## src/rtl/oam_dma_bus_arbiter_if.sv

```systemverilog
// Bus bundle between the SM83 core, the external memory bus and OAM.
// The arbiter attaches through the slave modport.
interface oam_dma_bus_arbiter_if;
    logic        DMA_START;
    logic [7:0]  DMA_PAGE;
    logic [15:0] CPU_A;
    logic        CPU_RD;
    logic        CPU_WR;
    logic [7:0]  CPU_DO;
    logic [7:0]  CPU_DI;
    logic [15:0] BUS_A;
    logic        BUS_RD;
    logic        BUS_WR;
    logic [7:0]  BUS_DO;
    logic [7:0]  BUS_DI;
    logic [7:0]  OAM_A;
    logic [7:0]  OAM_D;
    logic        OAM_WE;
    logic        DMA_ACTIVE;

    modport slave (
        input  DMA_START, DMA_PAGE, CPU_A, CPU_RD, CPU_WR, CPU_DO, BUS_DI,
        output CPU_DI, BUS_A, BUS_RD, BUS_WR, BUS_DO, OAM_A, OAM_D, OAM_WE, DMA_ACTIVE
    );

    modport master (
        output DMA_START, DMA_PAGE, CPU_A, CPU_RD, CPU_WR, CPU_DO, BUS_DI,
        input  CPU_DI, BUS_A, BUS_RD, BUS_WR, BUS_DO, OAM_A, OAM_D, OAM_WE, DMA_ACTIVE
    );
endinterface

```

## src/rtl/oam_dma_bus_arbiter.sv

```systemverilog
// Shares the external memory bus between the CPU and the OAM DMA engine,
// which copies one byte per M-cycle from {src,idx} into OAM.
module oam_dma_bus_arbiter #(
    parameter int MCYCLE_CLKS = 4,
    parameter int XFER_LEN    = 160,
    parameter int START_DELAY = 1,
    parameter int ECHO_REMAP  = 1
) (
    input  logic                  CLK,
    input  logic                  nRESET,
    oam_dma_bus_arbiter_if.slave  bus
);
    localparam int          PW         = (MCYCLE_CLKS > 2) ? $clog2(MCYCLE_CLKS) : 1;
    localparam logic [PW-1:0] PHASE_LAST = PW'(MCYCLE_CLKS - 1);
    localparam logic [7:0]  LAST_IDX   = 8'(XFER_LEN - 1);
    localparam logic [3:0]  DLY_INIT   = 4'(START_DELAY);

    typedef enum logic [1:0] {
        ST_IDLE,
        ST_ARM,
        ST_XFER
    } state_t;

    state_t        state_q, state_d;
    logic [PW-1:0] phase_q;
    logic [7:0]    idx_q, idx_d;
    logic [3:0]    dly_q, dly_d;
    logic [7:0]    src_q, src_d;
    logic [7:0]    oam_a_q, oam_a_d;
    logic [7:0]    oam_d_q, oam_d_d;
    logic          oam_we_q, oam_we_d;

    logic          boundary;
    logic [7:0]    src_start;

    assign boundary  = (phase_q == PHASE_LAST);
    // Echo RAM mirrors C000-DDFF, so pages E0 and up are fetched from the real RAM.
    assign src_start = ((ECHO_REMAP != 0) && (bus.DMA_PAGE >= 8'hE0)) ?
                       (bus.DMA_PAGE - 8'h20) : bus.DMA_PAGE;

    always_ff @(posedge CLK) begin
        if (!nRESET) begin
            phase_q  <= '0;
            state_q  <= ST_IDLE;
            idx_q    <= '0;
            dly_q    <= '0;
            src_q    <= '0;
            oam_a_q  <= '0;
            oam_d_q  <= '0;
            oam_we_q <= 1'b0;
        end else begin
            phase_q  <= boundary ? '0 : phase_q + 1'b1;
            state_q  <= state_d;
            idx_q    <= idx_d;
            dly_q    <= dly_d;
            src_q    <= src_d;
            oam_a_q  <= oam_a_d;
            oam_d_q  <= oam_d_d;
            oam_we_q <= oam_we_d;
        end
    end

    always_comb begin
        state_d  = state_q;
        idx_d    = idx_q;
        dly_d    = dly_q;
        src_d    = src_q;
        oam_a_d  = oam_a_q;
        oam_d_d  = oam_d_q;
        oam_we_d = 1'b0;
        case (state_q)
            ST_ARM: begin
                if (boundary) begin
                    if (dly_q != 4'd0) begin
                        dly_d = dly_q - 4'd1;
                    end else begin
                        state_d = ST_XFER;
                    end
                end
            end
            ST_XFER: begin
                if (boundary) begin
                    oam_a_d  = idx_q;
                    oam_d_d  = bus.BUS_DI;
                    oam_we_d = 1'b1;
                    if (idx_q == LAST_IDX) begin
                        state_d = ST_IDLE;
                    end else begin
                        idx_d = idx_q + 8'd1;
                    end
                end
            end
            default: ;
        endcase
        // A start strobe always wins, but the byte captured on this edge above still lands.
        if (bus.DMA_START) begin
            state_d = ST_ARM;
            idx_d   = 8'd0;
            dly_d   = DLY_INIT;
            src_d   = src_start;
        end
    end

    logic        xfer;
    logic        active;
    logic        cpu_ext;
    logic        cpu_oam;
    logic [15:0] bus_a_c;
    logic        bus_rd_c;
    logic        bus_wr_c;
    logic [7:0]  bus_do_c;
    logic [7:0]  cpu_di_c;

    assign xfer    = (state_q == ST_XFER);
    assign active  = (state_q != ST_IDLE);
    assign cpu_ext = (bus.CPU_A < 16'hFF00);
    assign cpu_oam = (bus.CPU_A >= 16'hFE00) && (bus.CPU_A <= 16'hFE9F);

    always_comb begin
        bus_a_c  = bus.CPU_A;
        bus_rd_c = 1'b0;
        bus_wr_c = 1'b0;
        bus_do_c = bus.CPU_DO;
        cpu_di_c = bus.BUS_DI;
        if (xfer) begin
            bus_a_c  = {src_q, idx_q};
            bus_rd_c = 1'b1;
            bus_do_c = 8'h00;
            if (cpu_ext) begin
                cpu_di_c = 8'hFF;
            end
        end else if (cpu_ext) begin
            bus_rd_c = bus.CPU_RD;
            if (active && cpu_oam) begin
                cpu_di_c = 8'hFF;
            end else begin
                bus_wr_c = bus.CPU_WR;
            end
        end
        if (!nRESET) begin
            bus_rd_c = 1'b0;
            bus_wr_c = 1'b0;
        end
    end

    assign bus.BUS_A      = bus_a_c;
    assign bus.BUS_RD     = bus_rd_c;
    assign bus.BUS_WR     = bus_wr_c;
    assign bus.BUS_DO     = bus_do_c;
    assign bus.CPU_DI     = cpu_di_c;
    assign bus.OAM_A      = oam_a_q;
    assign bus.OAM_D      = oam_d_q;
    assign bus.OAM_WE     = oam_we_q;
    assign bus.DMA_ACTIVE = active;
endmodule

```

## src/flat_wrapper.sv

```systemverilog
// flat-port wrapper written by rule: the top's interface ports become plain ports
module oam_dma_bus_arbiter_flat 
#(
    parameter int MCYCLE_CLKS = 4,
    parameter int XFER_LEN    = 160,
    parameter int START_DELAY = 1,
    parameter int ECHO_REMAP  = 1
)
  (CLK, nRESET, bus_DMA_START, bus_DMA_PAGE, bus_CPU_A, bus_CPU_RD, bus_CPU_WR, bus_CPU_DO, bus_BUS_DI, bus_CPU_DI, bus_BUS_A, bus_BUS_RD, bus_BUS_WR, bus_BUS_DO, bus_OAM_A, bus_OAM_D, bus_OAM_WE, bus_DMA_ACTIVE);
  oam_dma_bus_arbiter_if bus_i ();
  input  logic CLK;
  input  logic nRESET;
  input wire logic [$bits(bus_i.DMA_START)-1:0] bus_DMA_START;
  input wire logic [$bits(bus_i.DMA_PAGE)-1:0] bus_DMA_PAGE;
  input wire logic [$bits(bus_i.CPU_A)-1:0] bus_CPU_A;
  input wire logic [$bits(bus_i.CPU_RD)-1:0] bus_CPU_RD;
  input wire logic [$bits(bus_i.CPU_WR)-1:0] bus_CPU_WR;
  input wire logic [$bits(bus_i.CPU_DO)-1:0] bus_CPU_DO;
  input wire logic [$bits(bus_i.BUS_DI)-1:0] bus_BUS_DI;
  output wire logic [$bits(bus_i.CPU_DI)-1:0] bus_CPU_DI;
  output wire logic [$bits(bus_i.BUS_A)-1:0] bus_BUS_A;
  output wire logic [$bits(bus_i.BUS_RD)-1:0] bus_BUS_RD;
  output wire logic [$bits(bus_i.BUS_WR)-1:0] bus_BUS_WR;
  output wire logic [$bits(bus_i.BUS_DO)-1:0] bus_BUS_DO;
  output wire logic [$bits(bus_i.OAM_A)-1:0] bus_OAM_A;
  output wire logic [$bits(bus_i.OAM_D)-1:0] bus_OAM_D;
  output wire logic [$bits(bus_i.OAM_WE)-1:0] bus_OAM_WE;
  output wire logic [$bits(bus_i.DMA_ACTIVE)-1:0] bus_DMA_ACTIVE;
  assign bus_i.DMA_START = bus_DMA_START;
  assign bus_i.DMA_PAGE = bus_DMA_PAGE;
  assign bus_i.CPU_A = bus_CPU_A;
  assign bus_i.CPU_RD = bus_CPU_RD;
  assign bus_i.CPU_WR = bus_CPU_WR;
  assign bus_i.CPU_DO = bus_CPU_DO;
  assign bus_i.BUS_DI = bus_BUS_DI;
  assign bus_CPU_DI = bus_i.CPU_DI;
  assign bus_BUS_A = bus_i.BUS_A;
  assign bus_BUS_RD = bus_i.BUS_RD;
  assign bus_BUS_WR = bus_i.BUS_WR;
  assign bus_BUS_DO = bus_i.BUS_DO;
  assign bus_OAM_A = bus_i.OAM_A;
  assign bus_OAM_D = bus_i.OAM_D;
  assign bus_OAM_WE = bus_i.OAM_WE;
  assign bus_DMA_ACTIVE = bus_i.DMA_ACTIVE;
  oam_dma_bus_arbiter #(.MCYCLE_CLKS(MCYCLE_CLKS), .XFER_LEN(XFER_LEN), .START_DELAY(START_DELAY), .ECHO_REMAP(ECHO_REMAP)) u_core (.CLK(CLK), .nRESET(nRESET), .bus(bus_i));
endmodule
```

## config.mk

```make
export PLATFORM = sky130hd
export DESIGN_NAME = oam_dma_bus_arbiter_flat
export DESIGN_NICKNAME = d
export VERILOG_FILES = /design/src/rtl/oam_dma_bus_arbiter_if.sv /design/src/rtl/oam_dma_bus_arbiter.sv /design/src/flat_wrapper.sv
export SDC_FILE = /design/constraint.sdc
export NUM_CORES = 1
export LEC_CHECK = 0
export CORE_MARGIN = 5
export CORE_UTILIZATION = 30
export CTS_CLUSTER_DIAMETER = 30
export DETAILED_ROUTE_END_ITERATION = 12
export GPL_ROUTABILITY_DRIVEN = 0
export PLACE_DENSITY = 0.67
export SLEW_MARGIN = 10
export SYNTH_ARGS = -nofsm -noshare
export SYNTH_HDL_FRONTEND = slang
export SYNTH_SLANG_ARGS = --single-unit
export TNS_END_PERCENT = 20
```

## constraint.sdc

```tcl
create_clock -name CLK -period 2.4 [get_ports CLK]
set_clock_uncertainty 0.05 [all_clocks]
set_input_delay 0.48 -clock CLK [delete_from_list [all_inputs] [get_ports CLK]]
set_output_delay 0.48 -clock CLK [all_outputs]
set_load 0.005 [all_outputs]
```

==> results of run 1 <==
## placed cells by master, fill, tap and decap left out, drive strengths merged, types with 3 or more instances in the layout
cell type / netlist / final
clkdlybuf4s50: 0 / 80
nand2: 44 / 44
dfxtp: 41 / 41
a21boi: 19 / 19
nor2b: 15 / 15
mux2: 15 / 15
inv: 14 / 14
buf: 9 / 14
clkbuf: 7 / 10
a21oi: 9 / 9
o21ai: 9 / 9
o21bai: 8 / 8
ha: 8 / 8
nand3: 7 / 7
mux2i: 7 / 7
nand2b: 5 / 5
dlymetal6s2s: 0 / 5
and3: 5 / 5
or3: 3 / 3
a31oi: 3 / 3
dlygate4sd2: 0 / 3
## worst max-delay path: stages
cell and delay, ns:
clkdlybuf4s50_1 0.48, and4_4 0.26, a41oi_1 0.10, buf_4 0.18, o21bai_1 0.13, clkdlybuf4s15_1 0.22
## cells by family after synthesis
| family | after synthesis |
|---|---|
| adder cells (fa/ha/maj) | 8 |
| multiplexers | 22 |
| buffers and inverters | 30 |
| flip-flops | 41 |
| AO/OA/AOI/OAI | 64 |
| AND/OR/NAND/NOR | 95 |
## worst max path at each step
stage | from | endpoint | slack, ns | cells past startpoint
after global routing | bus_CPU_A[13] | bus_CPU_DI[5] | -0.06 | 6
after detailed placement | bus_CPU_A[9] | bus_CPU_DI[4] | -0.35 | 5
after CTS | u_core.state_q[0] | bus_BUS_A[5] | -0.07 | 5
after global placement | bus_CPU_A[9] | bus_CPU_DI[0] | -0.30 | 6
final | bus_CPU_A[13] | bus_CPU_DI[5] | 0.02 | 6
after floorplan | u_core.state_q[0] | bus_CPU_DI[0] | 0.43 | 6
## power by group through the flow
stage / Clock [uW] / Combinational, uW / Sequential [uW]
6_report: 596 / 375 / 710
5_1_grt: 636 / 408 / 712
2_1_floorplan: 0 / 155 / 721
3_5_place_dp: 0 / 387 / 724
4_1_cts: 608 / 381 / 708
3_3_place_gp: 0 / 379 / 723
## stage by stage
stage	TNS, ns	cells	instance area (sq um)
after global placement	-2.58	450	3350
after detailed placement	-2.87	450	3350
after global routing	-0.0615	458	3480
final	0	458	3480
after floorplan	0	260	2260
after CTS	-0.813	458	3470
## sequential cells by signal, summed over array words and instances (netlist names)
signal,count
u_core.phase_q,2
u_core.dly_q,4
u_core.src_q,8
u_core.state_q,2
u_core.bus.OAM_D,8
u_core.idx_q,8
u_core.bus.OAM_WE,1
u_core.bus.OAM_A,8
## routing by layer
layer / share of wire / track usage / up-vias / wire length, um
li1: - / - / 1105 / -
met1: 0.44 / 0.163 / 992 / 2920
met2: 0.49 / 0.241 / 64 / 3230
met3: 0.050 / 0.0374 / 14 / 331
met4: 0.022 / 0.0540 / 0 / 147
met5: 0 / 0 / - / 0
## area by class of cell
type,count,area share
inverter,14,0.0151
tap,99,0.0356
multi-input combinational,189,0.382
clock buffer,6,0.0237
clock inverter,2,0.0108
timing repair buffer,107,0.297
sequential,41,0.237
## timing repair
action,4_1_cts,5_1_grt
endpoints found under the setup margin,26,22
hold buffers,0,0
pin swaps,1,4
setup buffers,0,0
resized for setup,26,22
==> metrics.csv, run 1 <==
stage,metric,value,unit
synthesis,synthFlopType,dfxtp_1,
global_routing,grtUsageTotal,0.139,
synthesis,synth_seq_cells,41,
critical_path,critPathMaxFanout,8,
drt,drt_iter0_markers,40,
synthesis,synthCells,260,
placement,dpl.hpwl,5050,um
flow_run,maxCapViolations,0,
critical_path,r2r_start,u_core.phase_q[0],
min_path,worstHoldStart,u_core.phase_q[0],
cts,cts.sinks,41,
global_routing,grt_pass1_wl,10900,um
floorplan,fp-row-count,31,
placement,pre_cts_slack,-0.355,ns
synthesis,synth-compound-area-share,0.200,
synthesis,synth_commonest_cells,"nand2_1 (44), dfxtp_1 (41), a21boi_0 (19)",
timing,finalSetupViolations,0,
drt,num_vias,2175,
min_path,hold_depth,1,
synthesis,synth_mux_area_frac,0.106,
synthesis,synth.area.top_cells,"dfxtp_1 (36%), mux2_2 (7.5%), nand2_1 (7.3%)",
cts,clk_pin_slew,0.08,ns
critical_path,required,1.87,ns
synthesis,synth_top_family_by_area,simple AND/OR/NAND/NOR gates,
cts,clock_latency,0.31,ns
synthesis,synth_area,0.00226,sq mm
synthesis,synth_fp_nets,313,
global_routing,grt_pass1_vias,2200,
synthesis,yosysSeqAreaShare,0.364,
synthesis,synth_fa_ha_area_frac,0.0443,
floorplan,core,0.00729,sq mm
outcome,outcome,"finished, final reports clean",
power_and_ir_drop,swShare,0.245,
power_and_ir_drop,p_leak,0.00131,uW
floorplan,die_y,96.7,um
timing,fmax,420,MHz
timing,tightest_slew,0.583,ns
power_and_ir_drop,finalPower,1680,uW
critical_path,reg2reg_to,u_core.bus.OAM_D[7],
synthesis,yosysTopAreaCellShare,0.364,
timing,rsz0062_at_grt,true,
power_and_ir_drop,internal-power,1270,uW
cts,cts_tree,yes,
cts,cts_root_buffer,clkbuf_8,
synthesis,synth_edf_count,0,
synthesis,synth.distinct_cells,44,
critical_path,reg2reg_depth,4,
critical_path,arrival,1.85,ns
global_routing,overflow,0,
min_path,hold_path_end,u_core.phase_q[0],
final_layout,drive_above_1_share,0.145,
drt,via_per_inst,4.75,
critical_path,rrSetupSlack,0.59,ns
final_layout,multi_input_area,0.00133,sq mm
power_and_ir_drop,seqPwrFrac,0.422,
floorplan,dieArea,0.00936,sq mm
final_layout,fin_nets,411,
timing,hold_slack,0.383,ns
critical_path,critPathKind,in -> out,
timing,finalHoldViolCount,0,
timing,final.setup.worst_slack,0.0171,ns
cts,h-tree-depth,2,
drt,wl_per_cell,14.5,um
synthesis,synth-simple-area-share,0.229,
placement,numPortBuffers,96,
min_path,min_path_type,reg -> reg,
final_layout,regArea,823,sq um
synthesis,yosysTopAreaCell,dfxtp_1,
synthesis,yosysWarnings,0,
timing,slew_violations,0,
drt,drc,0,
power_and_ir_drop,ir_drop,287,uV
final_layout,area_delta_synth_final,54.2,%
timing,fin_crit_sh,0.993,
drt,ant_nets,0,
timing,min_period,2.38,ns
drt,routed_wirelength,6620,um
power_and_ir_drop,p_per_area,483,mW/mm^2
critical_path,cp-end-kind,primary output,
floorplan,pin_count,97,
cts,cts_made_buffers,5,
power_and_ir_drop,clockPowerShare,0.355,
timing,slew_headroom,0.612,
final_layout,nFillCells,757,
global_routing,antenna_found_initial,0,
power_and_ir_drop,netSwitchingPower,411,uW
critical_path,startpoint_type,input pin,
global_routing,grt_start_max_net_pins,31,
final_layout,diodes,0,
cts,clockBufferDepth,2,
synthesis,async_flop_share,0,
power_and_ir_drop,pwr-share-comb,0.223,
final_layout,final_core_util,0.477,
floorplan,die_w,96.7,um
synthesis,synth.avg_cell_area,8.68,sq um
synthesis,synth_xor_area_frac,0,
drt,drt_first_pass_iters,4,
synthesis,synth.most_common_cell,nand2_1,
floorplan,initial_utilization,0.310,
(Power assumes the default switching activity.)
==> run 2, diff against run 1 <==
CORE_MARGIN = 4   (was 5)
==> metrics.csv, run 2 (synthesis gave the netlist of run 1 again) <==
stage,metric,value,unit
cts,cts_made_buffers,5,
drt,top_layer_used,met4,
final_layout,final_core_util,0.480,
power_and_ir_drop,swShare,0.241,
timing,fmax,421,MHz
drt,routed_wirelength,6260,um
cts,h-tree-depth,2,
critical_path,critPathBufInv,3,
final_layout,area_delta_synth_final,55.1,%
drt,drc,0,
global_routing,grt_pass1_vias,2202,
placement,post_dp_cell_area,0.00337,sq mm
placement,numPortBuffers,96,
timing,slew_headroom,0.604,
final_layout,layout_commonest_cell,clkdlybuf4s50_1,
timing,tightest_slew,0.595,ns
global_routing,antenna_found_initial,0,
power_and_ir_drop,netSwitchingPower,397,uW
placement,dp.cells,451,
timing,final.setup.worst_slack,0.0229,ns
timing,min_period,2.38,ns
timing,finalHoldViolCount,0,
critical_path,arrival,1.85,ns
final_layout,drive_above_1_share,0.162,
power_and_ir_drop,clockPowerShare,0.338,
global_routing,grt_start_max_net_pins,28,
placement,pre_cts_slack,-0.471,ns
critical_path,critPathTopFamily,buffers and inverters,
floorplan,initial_utilization,0.310,
cts,cts_root_buffer,clkbuf_8,
final_layout,nFillCells,742,
floorplan,die_w,94.7,um
critical_path,critPathMaxFanout,11,
cts,ctsHoldBuffers,0,
final_layout,diodes,0,
critical_path,path_cells,inv_2 > ha_4 > buf_4 > mux2_2 > clkdlybuf4s50_1,
power_and_ir_drop,ir_drop,287,uV
global_routing,grtUsageTotal,0.142,
cts,clockBufferDepth,2,
min_path,min_path_type,reg -> reg,
timing,fin_crit_sh,0.990,
global_routing,grt_pass1_wl,10200,um
cts,clock_latency,0.29,ns
critical_path,r2r_start,u_core.phase_q[0],
critical_path,required,1.87,ns
timing,rsz0062_at_grt,true,
placement,dpl.hpwl,4780,um
critical_path,cp-end-kind,primary output,
timing,fin_tns_setup,0,ns
floorplan,die_y,94.7,um
critical_path,slowest_stage,clkdlybuf4s50_1,
critical_path,crit_start,u_core.state_q[0],
min_path,worstHoldStart,u_core.phase_q[0],
floorplan,pin_count,97,
drt,met3_length,375,um
final_layout,layout_common_cells,"clkdlybuf4s50_1 (75), nand2_1 (44), dfxtp_1 (39), a21boi_0 (19)",
drt,wl_met1,2700,um
drt,ant_nets,0,
floorplan,core,0.00729,sq mm
final_layout,fin_area,0.00350,sq mm
power_and_ir_drop,p_leak,0.00133,uW
final_layout,fin_nets,416,
flow_run,maxCapViolations,0,
power_and_ir_drop,pwr-share-comb,0.231,
drt,drt_iter0_markers,55,
drt,met2WireLength,3130,um
drt,wl_per_cell,13.5,um
outcome,outcome,"finished, final reports clean",
power_and_ir_drop,p_per_area,470,mW/mm^2
global_routing,overflow,0,
cts,clk_pin_slew,0.08,ns
critical_path,critPathMaxStageDelay,0.45,ns
drt,num_vias,2194,
floorplan,fp-row-count,31,
power_and_ir_drop,seqPwrFrac,0.431,
drt,drt_first_pass_iters,6,
drt,via_per_inst,4.74,
timing,slew_violations,0,
final_layout,final_cells,463,
power_and_ir_drop,internal-power,1250,uW
critical_path,reg2reg_depth,4,
timing,finalSetupViolations,0,
cts,cts.sinks,41,
floorplan,dieArea,0.00898,sq mm
critical_path,critPathKind,reg -> out,
cts,cts_tree,yes,
critical_path,cp_num_cells,5,
critical_path,startpoint_type,register,
min_path,hold_depth,1,
==> run 2: changes by cell type in the layout (fill, tap and decap cells not counted), sizes merged <==
| cell | previous run | this run |
|---|---|---|
| clkinvlp | 1 | 0 |
| clkinv | 0 | 1 |
| buf | 14 | 24 |
| dlymetal6s2s | 5 | 4 |
| dlygate4sd2 | 3 | 9 |
| clkbuf | 10 | 5 |
| clkdlybuf4s50 | 80 | 75 |
| clkdlybuf4s15 | 1 | 0 |
| inv | 14 | 15 |
==> run 2: path summary, 6_finish.rpt <==
check | endpoint | slack, ns
min | u_core.phase_q[0] | 0.40
max | bus_BUS_A[9] | 0.02
min reg2reg | u_core.phase_q[0] | 0.40
max reg2reg | u_core.bus.OAM_A[4] | 0.59
==> run 2: timing repair <==
item | 4_1_cts | 5_1_grt
gates cloned | 0 | 0
resized for setup | 51 | 6
buffers inserted | 2 | 2
pin swaps | 4 | 4
setup endpoints to repair | 31 | 24
==> run 2: metal layers <==
layer | vias to the layer above | GRT usage
li1 | 1119 | -
met1 | 1011 | 0.167
met2 | 60 | 0.255
met3 | 4 | 0.0359
met4 | 0 | 0.0361
met5 | - | 0
==> run 2: power groups by stage <==
stage	clock network [uW]	logic, uW	registers, uW
after detailed placement	0	386	723
final	557	379	709
after CTS	576	381	708
after floorplan	0	155	721
after global routing	609	414	713
after global placement	0	381	723
==> run 2: final cells by class <==
type                            count  area, sq um  share of cell area
Multi-Input combinational cell    189         1330               0.381
Timing Repair Buffer              112         1060               0.302
Sequential cell                    41          823               0.235
Tap cell                           99          124              0.0354
Clock buffer                        5         68.8              0.0197
Inverter                           14         52.6              0.0150
Clock inverter                      3         43.8              0.0125
==> run 2: through the flow <==
| step | total power (uW) | hold WS [ns] |
|---|---|---|
| 3_3_place_gp | 1100 | 0.365 |
| 2_1_floorplan | 876 | 0.355 |
| 6_report | 1650 | 0.400 |
| 4_1_cts | 1670 | 0.392 |
| 3_5_place_dp | 1110 | 0.381 |
| 5_1_grt | 1740 | 0.432 |
==> run 3, diff against run 2 <==
CORE_ASPECT_RATIO = 0.6   (was not set)
SLEW_MARGIN = not set   (was 10)
==> metrics.csv, run 3 (synthesis gave the netlist of run 1 again) <==
stage,metric,value,unit
critical_path,required,1.87,ns
drt,num_vias,2197,
drt,top_layer_used,met4,
global_routing,antenna_found_initial,0,
timing,tightest_slew,0.568,ns
cts,clockBufferDepth,2,
floorplan,dieArea,0.00902,sq mm
floorplan,fp-row-count,24,
drt,drc,0,
timing,slew_violations,0,
min_path,worstHoldStart,u_core.phase_q[0],
floorplan,die_y,75.2,um
global_routing,grt_pass1_wl,9960,um
placement,dp.cells,456,
timing,fin_crit_sh,0.982,
floorplan,die_w,120,um
drt,drt_iter0_markers,80,
power_and_ir_drop,p_leak,0.00138,uW
cts,cts_root_buffer,clkbuf_16,
final_layout,area_delta_synth_final,60.6,%
floorplan,pin_count,97,
timing,fmax,424,MHz
critical_path,startpoint_type,register,
global_routing,grt_start_max_net_pins,32,
power_and_ir_drop,p_per_area,518,mW/mm^2
final_layout,fin_nets,417,
final_layout,final_cells,469,
critical_path,cp-end-kind,primary output,
placement,numPortBuffers,96,
placement,post_dp_cell_area,0.00336,sq mm
drt,ant_nets,0,
drt,routed_wirelength,6430,um
placement,pre_cts_slack,-0.396,ns
drt,wl_met1,3200,um
final_layout,layout_commonest_cell,clkdlybuf4s50_1,
cts,h-tree-depth,2,
critical_path,arrival,1.83,ns
critical_path,reg2reg_depth,4,
global_routing,grt_pass1_vias,1980,
drt,met3_length,440,um
drt,wl_per_cell,13.7,um
timing,final.setup.worst_slack,0.0436,ns
min_path,hold_path_end,u_core.phase_q[0],
cts,cts.sinks,41,
final_layout,nFillCells,693,
drt,via_per_inst,4.68,
drt,met2WireLength,2770,um
timing,finalSetupViolations,0,
final_layout,layout_common_cells,"clkdlybuf4s50_1 (77), nand2_1 (44), dfxtp_1 (39), a21boi_0 (19)",
timing,min_period,2.36,ns
critical_path,critPathKind,reg -> out,
min_path,min_path_type,reg -> reg,
final_layout,drive_above_1_share,0.162,
cts,cts_tree,yes,
critical_path,rrSetupSlack,0.59,ns
critical_path,reg2reg_to,u_core.dly_q[3],
placement,dpl.hpwl,4900,um
drt,drt_first_pass_iters,4,
critical_path,critPathMaxFanout,12,
floorplan,core,0.00730,sq mm
final_layout,diodes,0,
final_layout,fin_area,0.00362,sq mm
global_routing,overflow,0,
outcome,outcome,"finished, final reports clean",
global_routing,grtUsageTotal,0.137,
power_and_ir_drop,ir_drop,234,uV
cts,cts_made_buffers,5,
flow_run,maxCapViolations,0,
cts,clk_pin_slew,0.06,ns
critical_path,r2r_start,u_core.phase_q[0],
cts,clock_latency,0.29,ns
min_path,hold_depth,1,
timing,fin_tns_setup,0,ns
floorplan,initial_utilization,0.309,
timing,slew_headroom,0.621,
timing,rsz0062_at_grt,true,
timing,finalHoldViolCount,0,
## run 3: worst max-delay path by stage
stage	cells after the start	startpoint	to	slack (ns)
floorplan	6	u_core.state_q[0]	bus_CPU_DI[0]	0.43
global placement	6	bus_CPU_A[9]	bus_CPU_DI[0]	-0.37
detailed placement	5	bus_CPU_A[9]	bus_CPU_DI[3]	-0.40
CTS	5	u_core.state_q[0]	bus_BUS_A[0]	-0.02
global route	7	bus_CPU_A[8]	bus_CPU_DI[4]	-0.02
finish	5	u_core.state_q[0]	bus_BUS_A[6]	0.04
## run 3: cell type report
| cell class | instances | area [sq um] | area share |
|---|---|---|---|
| timing repair buffer | 113 | 1100 | 0.304 |
| tap | 104 | 130 | 0.0359 |
| clock inverter | 3 | 46.3 | 0.0128 |
| inverter | 14 | 52.6 | 0.0145 |
| sequential | 41 | 823 | 0.227 |
| clock buffer | 5 | 125 | 0.0345 |
| multi-input combinational | 189 | 1350 | 0.371 |
## run 3: worst max-delay path: stages (launching register included)
cell	delay, ns
dfxtp_2	0.34
inv_2	0.07
ha_4	0.18
buf_8	0.16
mux2_2	0.34
clkdlybuf4s50_1	0.45
## run 3: per-stage QoR
stage	hold slack [ns]	total power, uW	util
after floorplan	0.355	876	-
after global placement	0.365	1100	0.461
after detailed placement	0.372	1110	0.461
after CTS	0.380	1890	0.489
after global routing	0.397	1960	0.497
final	0.379	1880	0.497
## run 3: timing repair
item                                    4_1_cts  5_1_grt
hold buffers                                  0        0
pin swaps                                     1        6
gates resized for setup                      40       14
endpoints found under the setup margin       26       24
buffers inserted                              2        3
## run 3: routing by layer
layer	global-route usage	vias to the layer above
met3	0.0413	5
met4	0.0228	0
met2	0.218	66
met5	0	-
li1	-	1122
met1	0.190	1004
## run 3: where the power goes
| part | internal [uW] | leakage [uW] | switching (uW) |
|---|---|---|---|
| clock | 492 | 0.0000800 | 286 |
| sequential | 699 | 0.000334 | 11.5 |
| combinational | 246 | 0.000967 | 144 |
| total | 1440 | 0.00138 | 441 |
